File: src/rtl/hazard_sel_ctrl.sv
// hazard_sel_ctrl: pipeline hazard controller for the 5-stage sync-fetch CPU.
// Drives the 2-bit selects of every pipeline-register input mux:
//   00 = advance, 01 = hold (feedback), 10 = bubble (reset value), 11 unused.
// Handles load-use stalls, taken-branch flushes and data-memory wait holds.
// Optional macro HAZARD_PERF_CNT_EN enables the stall/flush perf counters;
// without it both counter outputs are tied to zero.
module hazard_sel_ctrl #(
  parameter int REG_ADDR_W   = 5,
  parameter int FLUSH_CYCLES = 2,
  parameter int MEM_WAIT_MAX = 15
) (
  input  logic                  clk,
  input  logic                  reset,
  input  logic [REG_ADDR_W-1:0] id_rs1,
  input  logic [REG_ADDR_W-1:0] id_rs2,
  input  logic                  id_rs1_used,
  input  logic                  id_rs2_used,
  input  logic [REG_ADDR_W-1:0] ex_rd,
  input  logic                  ex_mem_read,
  input  logic                  ex_branch_taken,
  input  logic                  mem_busy,
  output logic [1:0]            pc_sel,
  output logic [1:0]            if_id_sel,
  output logic [1:0]            id_ex_sel,
  output logic [1:0]            ex_mem_sel,
  output logic [1:0]            mem_wb_sel,
  output logic                  mem_timeout,
  output logic [15:0]           stall_cnt,
  output logic [15:0]           flush_cnt
);

  localparam logic [1:0] SEL_ADV  = 2'b00;
  localparam logic [1:0] SEL_HOLD = 2'b01;
  localparam logic [1:0] SEL_BUB  = 2'b10;

  // Flush count holds at most FLUSH_CYCLES-1; watchdog holds at most MEM_WAIT_MAX.
  localparam int FC_W = (FLUSH_CYCLES > 1) ? $clog2(FLUSH_CYCLES) : 1;
  localparam int WD_W = $clog2(MEM_WAIT_MAX + 1);

  typedef enum logic [1:0] {
    RUN      = 2'd0,
    FLUSH    = 2'd1,
    MEM_WAIT = 2'd2
  } state_t;

  state_t          state, next_state;
  logic [FC_W-1:0] flush_q, flush_nxt;
  logic [WD_W-1:0] wd_q, wd_nxt;
  logic            timeout_q;
  logic            load_use;

  // Load in EX writes a register the ID instruction actually reads (x0 never hazards).
  assign load_use = ex_mem_read && (ex_rd != '0) &&
                    ((id_rs1_used && (id_rs1 == ex_rd)) ||
                     (id_rs2_used && (id_rs2 == ex_rd)));

  // Next-state and Mealy select decode; priority mem_busy > branch > load-use.
  // NOTE: every output gets a default first so no path can infer a latch.
  always_comb begin
    next_state = state;
    flush_nxt  = flush_q;
    pc_sel     = SEL_ADV;
    if_id_sel  = SEL_ADV;
    id_ex_sel  = SEL_ADV;
    ex_mem_sel = SEL_ADV;
    mem_wb_sel = SEL_ADV;

    if (mem_busy) begin
      // Freeze everything up to EX/MEM; MEM/WB takes a bubble. Flush count frozen.
      pc_sel     = SEL_HOLD;
      if_id_sel  = SEL_HOLD;
      id_ex_sel  = SEL_HOLD;
      ex_mem_sel = SEL_HOLD;
      mem_wb_sel = SEL_BUB;
      if (state == RUN) next_state = MEM_WAIT;
    end else begin
      case (state)
        RUN: begin
          if (ex_branch_taken) begin
            if_id_sel = SEL_BUB;
            id_ex_sel = SEL_BUB;
            if (FLUSH_CYCLES > 1) begin
              flush_nxt  = FC_W'(FLUSH_CYCLES - 1);
              next_state = FLUSH;
            end
          end else if (load_use) begin
            pc_sel    = SEL_HOLD;
            if_id_sel = SEL_HOLD;
            id_ex_sel = SEL_BUB;
          end
        end
        FLUSH: begin
          // Extra bubbles cover the synchronous I-mem returning wrong-path words.
          if_id_sel = SEL_BUB;
          flush_nxt = flush_q - FC_W'(1);
          if (flush_q <= FC_W'(1)) next_state = RUN;
        end
        MEM_WAIT: begin
          // Memory ready: everything advances; a held branch is seen again in RUN.
          next_state = RUN;
        end
        default: next_state = RUN;
      endcase
    end

    // While reset is asserted every pipeline register loads its reset value.
    if (reset) begin
      pc_sel     = SEL_BUB;
      if_id_sel  = SEL_BUB;
      id_ex_sel  = SEL_BUB;
      ex_mem_sel = SEL_BUB;
      mem_wb_sel = SEL_BUB;
    end
  end

  // Watchdog counts consecutive busy cycles, saturating; cleared when memory is ready.
  always_comb begin
    wd_nxt = '0;
    if (mem_busy) wd_nxt = (wd_q == WD_W'(MEM_WAIT_MAX)) ? wd_q : wd_q + WD_W'(1);
  end

  // State, flush count, watchdog and sticky timeout flag.
  // NOTE: sequential state uses non-blocking assignments so all flops update together.
  always_ff @(posedge clk or posedge reset) begin
    if (reset) begin
      state     <= RUN;
      flush_q   <= '0;
      wd_q      <= '0;
      timeout_q <= 1'b0;
    end else begin
      state     <= next_state;
      flush_q   <= flush_nxt;
      wd_q      <= wd_nxt;
      timeout_q <= timeout_q | (wd_nxt == WD_W'(MEM_WAIT_MAX));
    end
  end

  assign mem_timeout = timeout_q;

`ifdef HAZARD_PERF_CNT_EN
  logic any_hold;
  logic flush_evt;

  assign any_hold  = (pc_sel == SEL_HOLD) || (if_id_sel == SEL_HOLD) ||
                     (id_ex_sel == SEL_HOLD) || (ex_mem_sel == SEL_HOLD) ||
                     (mem_wb_sel == SEL_HOLD);
  assign flush_evt = (state == RUN) && !mem_busy && ex_branch_taken;

  // Saturating perf counters: hold cycles and RUN-state taken branches.
  always_ff @(posedge clk or posedge reset) begin
    if (reset) begin
      stall_cnt <= '0;
      flush_cnt <= '0;
    end else begin
      if (any_hold && (stall_cnt != 16'hFFFF)) stall_cnt <= stall_cnt + 16'd1;
      if (flush_evt && (flush_cnt != 16'hFFFF)) flush_cnt <= flush_cnt + 16'd1;
    end
  end
`else
  assign stall_cnt = '0;
  assign flush_cnt = '0;
`endif

endmodule

File: config.mk
export PLATFORM = sky130hd
export DESIGN_NAME = hazard_sel_ctrl
export DESIGN_NICKNAME = d
export VERILOG_FILES = /design/src/rtl/hazard_sel_ctrl.sv
export SDC_FILE = /design/constraint.sdc
export NUM_CORES = 1
export LEC_CHECK = 0
export BUFFER_PORTS_ARGS = -buffer_cell sky130_fd_sc_hd__buf_2
export CORE_UTILIZATION = 40
export CTS_CLUSTER_SIZE = 25
export DETAILED_ROUTE_END_ITERATION = 10
export PLACE_DENSITY = 0.84
export SYNTH_ARGS = -nofsm -noshare
export SYNTH_HDL_FRONTEND = slang
export SYNTH_SLANG_ARGS = --single-unit
File: constraint.sdc
create_clock -name clk -period 2.4 [get_ports clk]
set_input_delay 0.24 -clock clk [delete_from_list [all_inputs] [get_ports clk]]
set_output_delay 0.24 -clock clk [all_outputs]
set_load 0.05 [all_outputs]
== Word-level counts from Yosys, hierarchy flattened ==
Index checks and enable logic that the tools add are counted.

* Flip-flop bits (word level): 8
* Input port bits: 22
* Output and inout port bits: 43

* Add/sub/neg operators: 2
* $lt $le $gt $ge: 1
* Eq/ne operators: 9
* Multiplexer cells: 27
* Bitwise operators: 2
* Reduce and logical (&&, ||, !) cells: 10

{| class="wikitable"
|+ Operators by type and width
! operator !! number
|-
| 2-bit two-way mux || 16
|-
| 5-bit == test || 2
|-
| 4-bit == test, second input constant || 2
|-
| 4-bit two-way mux || 2
|-
| 2-bit case mux with 2 select lines || 2
|-
| 1-bit two-way mux || 6
|-
| 3-bit != test, second input constant || 2
|-
| 3-bit AND reduction || 2
|-
| 5-bit nonzero test || 1
|-
| 4-bit by 1-bit adder with 4-bit output, second input constant || 1
|-
| 1-bit logical AND || 4
|-
| 2-bit by 1-bit == test with 1-bit output, second input constant || 1
|-
| 2-bit logical NOT || 1
|-
| 2-bit by 1-bit != test with 1-bit output, second input constant || 1
|-
| 2-bit != test, second input constant || 1
|-
| 1-bit case mux with 2 select lines || 1
|-
| 2-bit nonzero test || 1
|-
| 1-bit less-or-equal comparator, second input constant || 1
|-
| 1-bit logical OR || 1
|-
| 1-bit inverter || 1
|-
| 1-bit OR || 1
|-
| 1-bit subtractor, second input constant || 1
|}

== Longest topological paths before layout ==
* Word-level depth: 9
* Mapped depth: 5
* Mapped depth without buffers: 5

== Worst setup path after synthesis ==
OpenSTA, ideal clock, no wires.

* Path type: in2out
* Start: in mem_busy
* End: out pc_sel[0]
* Arrival: 1.932 ns
* Required time: 2.160 ns
* Slack: 0.228 ns
* Cell stages on the path: 4
* Cell sequence: inv_1 nor2_1 o21bai_1 buf_4

* Longest elaborated chain between the ends: 2

{| class="wikitable"
|+ Ends and longest elaborated chain
! what !! line !! source
|-
| start: declaration || 21 || <nowiki>input logic mem_busy,</nowiki>
|-
| 1-bit two-way mux || 68 || <nowiki>if (mem_busy) begin</nowiki>
|-
| 2-bit two-way mux || 107 || <nowiki>if (reset) begin</nowiki>
|-
| end: declaration || 22 || <nowiki>output logic [1:0] pc_sel,</nowiki>
|}

No other way between the ends.

== Worst setup path after layout ==
* Start: in reset
* End: out if_id_sel[0]

* Longest elaborated chain between the ends: 1

{| class="wikitable"
|+ Ends and longest elaborated chain
! what !! line !! source
|-
| start: declaration || 13 || <nowiki>input logic reset,</nowiki>
|-
| 2-bit two-way mux || 107 ||
|-
| end: declaration || 23 || <nowiki>output logic [1:0] if_id_sel,</nowiki>
|}

No other way between the ends.

==> results_dict.tcl <==
set metrics [dict create \
    r2r_setup_slack_ns 1.03 \
    die-area_sq_um 2051 \
    cts_tree "built" \
    clock_skew_ns 0.0007393 \
    fill_cells 181 \
    hold_viol 0 \
    rsz0062_at_grt "no" \
    vias_per_cell 4.103 \
    rows 15 \
    final_layout_size_suffix_gt1_frac 0.2833 \
    cts_made_buffers 3 \
    r2r_cells 5 \
    synth_area_leader_cell "buf_4" \
    r2r-start "wd_q[0]" \
    drv_cap 0 \
    synth_top_area_frac 0.3706 \
    r2r-end "mem_timeout" \
    finalCriticalPeriod_ns 2.020 \
    cts.clk_slew.worst_paths_ns 0.05 \
    grt_pass1_vias 503 \
    p_leak_uw 0.0004654 \
    synth.avg_cell_area_sq_um 8.421 \
    dieWidth_um 45.29 \
    insertion_delay_ns 0.25 \
    vias 595 \
    core-area_sq_um 1745 \
    netlist_instances 89 \
    antenna_found_initial 0 \
    htreeDepth 1 \
    drc_errors 0 \
    cp-startpoint "reset" \
    grt_max_degree 11 \
    num_antenna_cells 0 \
    place_congestion 0.7477 \
    synth_area_leaders "buf_4 (37%), dfrtp_1 (23%), xor2_1 (9.3%), xnor2_1 (3.5%), inv_1 (2.0%)" \
    fmax_mhz 495.1 \
    overflow 0 \
    end_kind "output port" \
    vdd.ir_drop.worst_v 0.0003288 \
    critical_path_class "in -> out" \
    yosysWarningCount 0 \
    critPathArrivalTime_ns 1.78 \
    fin_nets 144 \
    first_pass_iters 3 \
    cts_sinks 7 \
    wl_per_cell_um 9.290 \
    final-max-slew-violation-count 0 \
    grt_usage 0.1361 \
    first_iter_violations 4 \
    fin_crit_sh 0.8415 \
    power.total_uw 457.3 \
    syn2layout_area_growth_pct 8.681 \
    place_hpwl_mm 1.169 \
    wirelength_mm 1.347 \
    yosysSeqAreaShare 0.2337 \
    ys_ff_latch 7 \
    grt_pass1_wl_mm 1.876 \
    start_util 0.4294 \
    cts_root_buf "clkbuf_4" \
    crit_fanout 10 \
    portBuffers 31 \
    cp-endpoint "if_id_sel[0]" \
    yosysUniqueCellTypes 26 \
    cp-start-kind "input port" \
    clockBufferDepth 2 \
    hold_class "in -> reg" \
    synth_area_sq_um 749.5 \
    ant_nets 0 \
    die_height_um 45.29 \
    io_pins 65 \
    critical_path_required_ns 2.16 \
    p_per_area_nw_per_um2 561.4 \
    status "finished clean" \
    setup_tns_ns 0 \
    setup_viol 0 \
    whs_ns 0.2559 \
]
==> worst max-delay path: stages <==
cell and delay [ns]:
dlygate4sd3_1 0.53, buf_2 0.14, inv_1 0.26, nand4_1 0.15
o21bai_1 0.17, buf_2 0.29
==> synth_stat cells <==
| cell type | instances |
|---|---|
| nor2_1 | 4 |
| o21ai_0 | 2 |
| o21a_1 | 1 |
| nand2_1 | 2 |
| xnor2_1 | 3 |
| a41o_1 | 1 |
| o31ai_1 | 1 |
| conb_1 | 1 |
| a31oi_1 | 1 |
| a21oi_1 | 2 |
| a32oi_1 | 1 |
| inv_1 | 4 |
| nor4_1 | 2 |
| and2_0 | 1 |
| buf_4 | 37 |
| o21bai_1 | 1 |
| a211oi_1 | 1 |
| nor3_1 | 2 |
| nand3_1 | 2 |
| nand4_1 | 1 |
| ha_1 | 1 |
| or4_1 | 1 |
| a22o_1 | 1 |
| dfrtp_1 | 7 |
| mux2i_1 | 1 |
| xor2_1 | 8 |
==> sequential cells by signal, indices dropped and copies added (netlist names) <==
signal       flops
wd_q             4
mem_timeout      1
state            2
==> cells by family (layout without fill, tap and decap cells) <==
group	count (synthesis)	in the layout	synth area share
compound gates	12	12	0.1119
xor+xnor	11	11	0.1286
fa+ha+maj	1	1	0.01669
buf+inv	41	40	0.3907
flops	7	7	0.2337
mux	1	1	0.01336
other cells	1	33	0.005004
simple gates	15	15	0.1002
==> cells in the final DEF, fill, tap and decap left out, types with 2 or more instances in the layout <==
cell type and n:
inv_1 4, o21ai_0 2, xnor2_1 3, nand3_1 2, nand2_1 2, nor4_1 2
nor3_1 2, nor2_1 4, dfrtp_1 7, clkbuf_4 3, a21oi_1 2, xor2_1 8
conb_1 33, buf_2 31
==> through the flow <==
stage | cells | instance area, sq um | setup WS, ns | util
finish | 145 | 814.5 | 0.3803 | 0.4667
CTS | 145 | 814.5 | 0.3405 | 0.4667
floorplan | 121 | 869.6 | 0.2277 | -
global placement | 140 | 778.2 | 0.6924 | 0.4459
detailed placement | 140 | 778.2 | 0.6869 | 0.4459
global route | 145 | 814.5 | 0.2124 | 0.4667
==> metal layers <==
layer | part of all wire | track usage | vias up
met5 | 0 | 0 | -
met4 | 0.028 | 0.1091 | 0
met3 | 0.093 | 0.03600 | 5
met2 | 0.53 | 0.2638 | 39
met1 | 0.35 | 0.1117 | 263
li1 | - | - | 288
==> worst min path at each step <==
stage,slack (ns),depth (start not counted),from,to
after floorplan,0.07,1,reset,mem_timeout
after global placement,0.24,2,reset,state[0]
after detailed placement,0.25,2,reset,state[0]
after CTS,0.25,2,ex_branch_taken,state[0]
after global routing,0.27,2,ex_branch_taken,state[0]
final,0.26,2,ex_branch_taken,state[0]
==> repair_timing <==
item	CTS	global route
buffers inserted	0	0
hold buffers	1	0
resized for setup	0	0
hold endpoints to repair	7	0
==> cell type report <==
class,instances,area (sq um),area share
multi-input combinational,73,401.6,0.4931
sequential,7,175.2,0.2151
timing repair buffer,32,165.2,0.2028
tap,25,31.28,0.03840
clock buffer,4,26.28,0.03226
inverter,4,15.01,0.01843
==> power by group <==
part / internal (uW) / switching, uW / total (uW)
Combinational: 38.5 / 181 / 220
Sequential: 126 / 6.26 / 132
Clock: 63.4 / 42.4 / 106
Power figures use the tool's default switching activity.
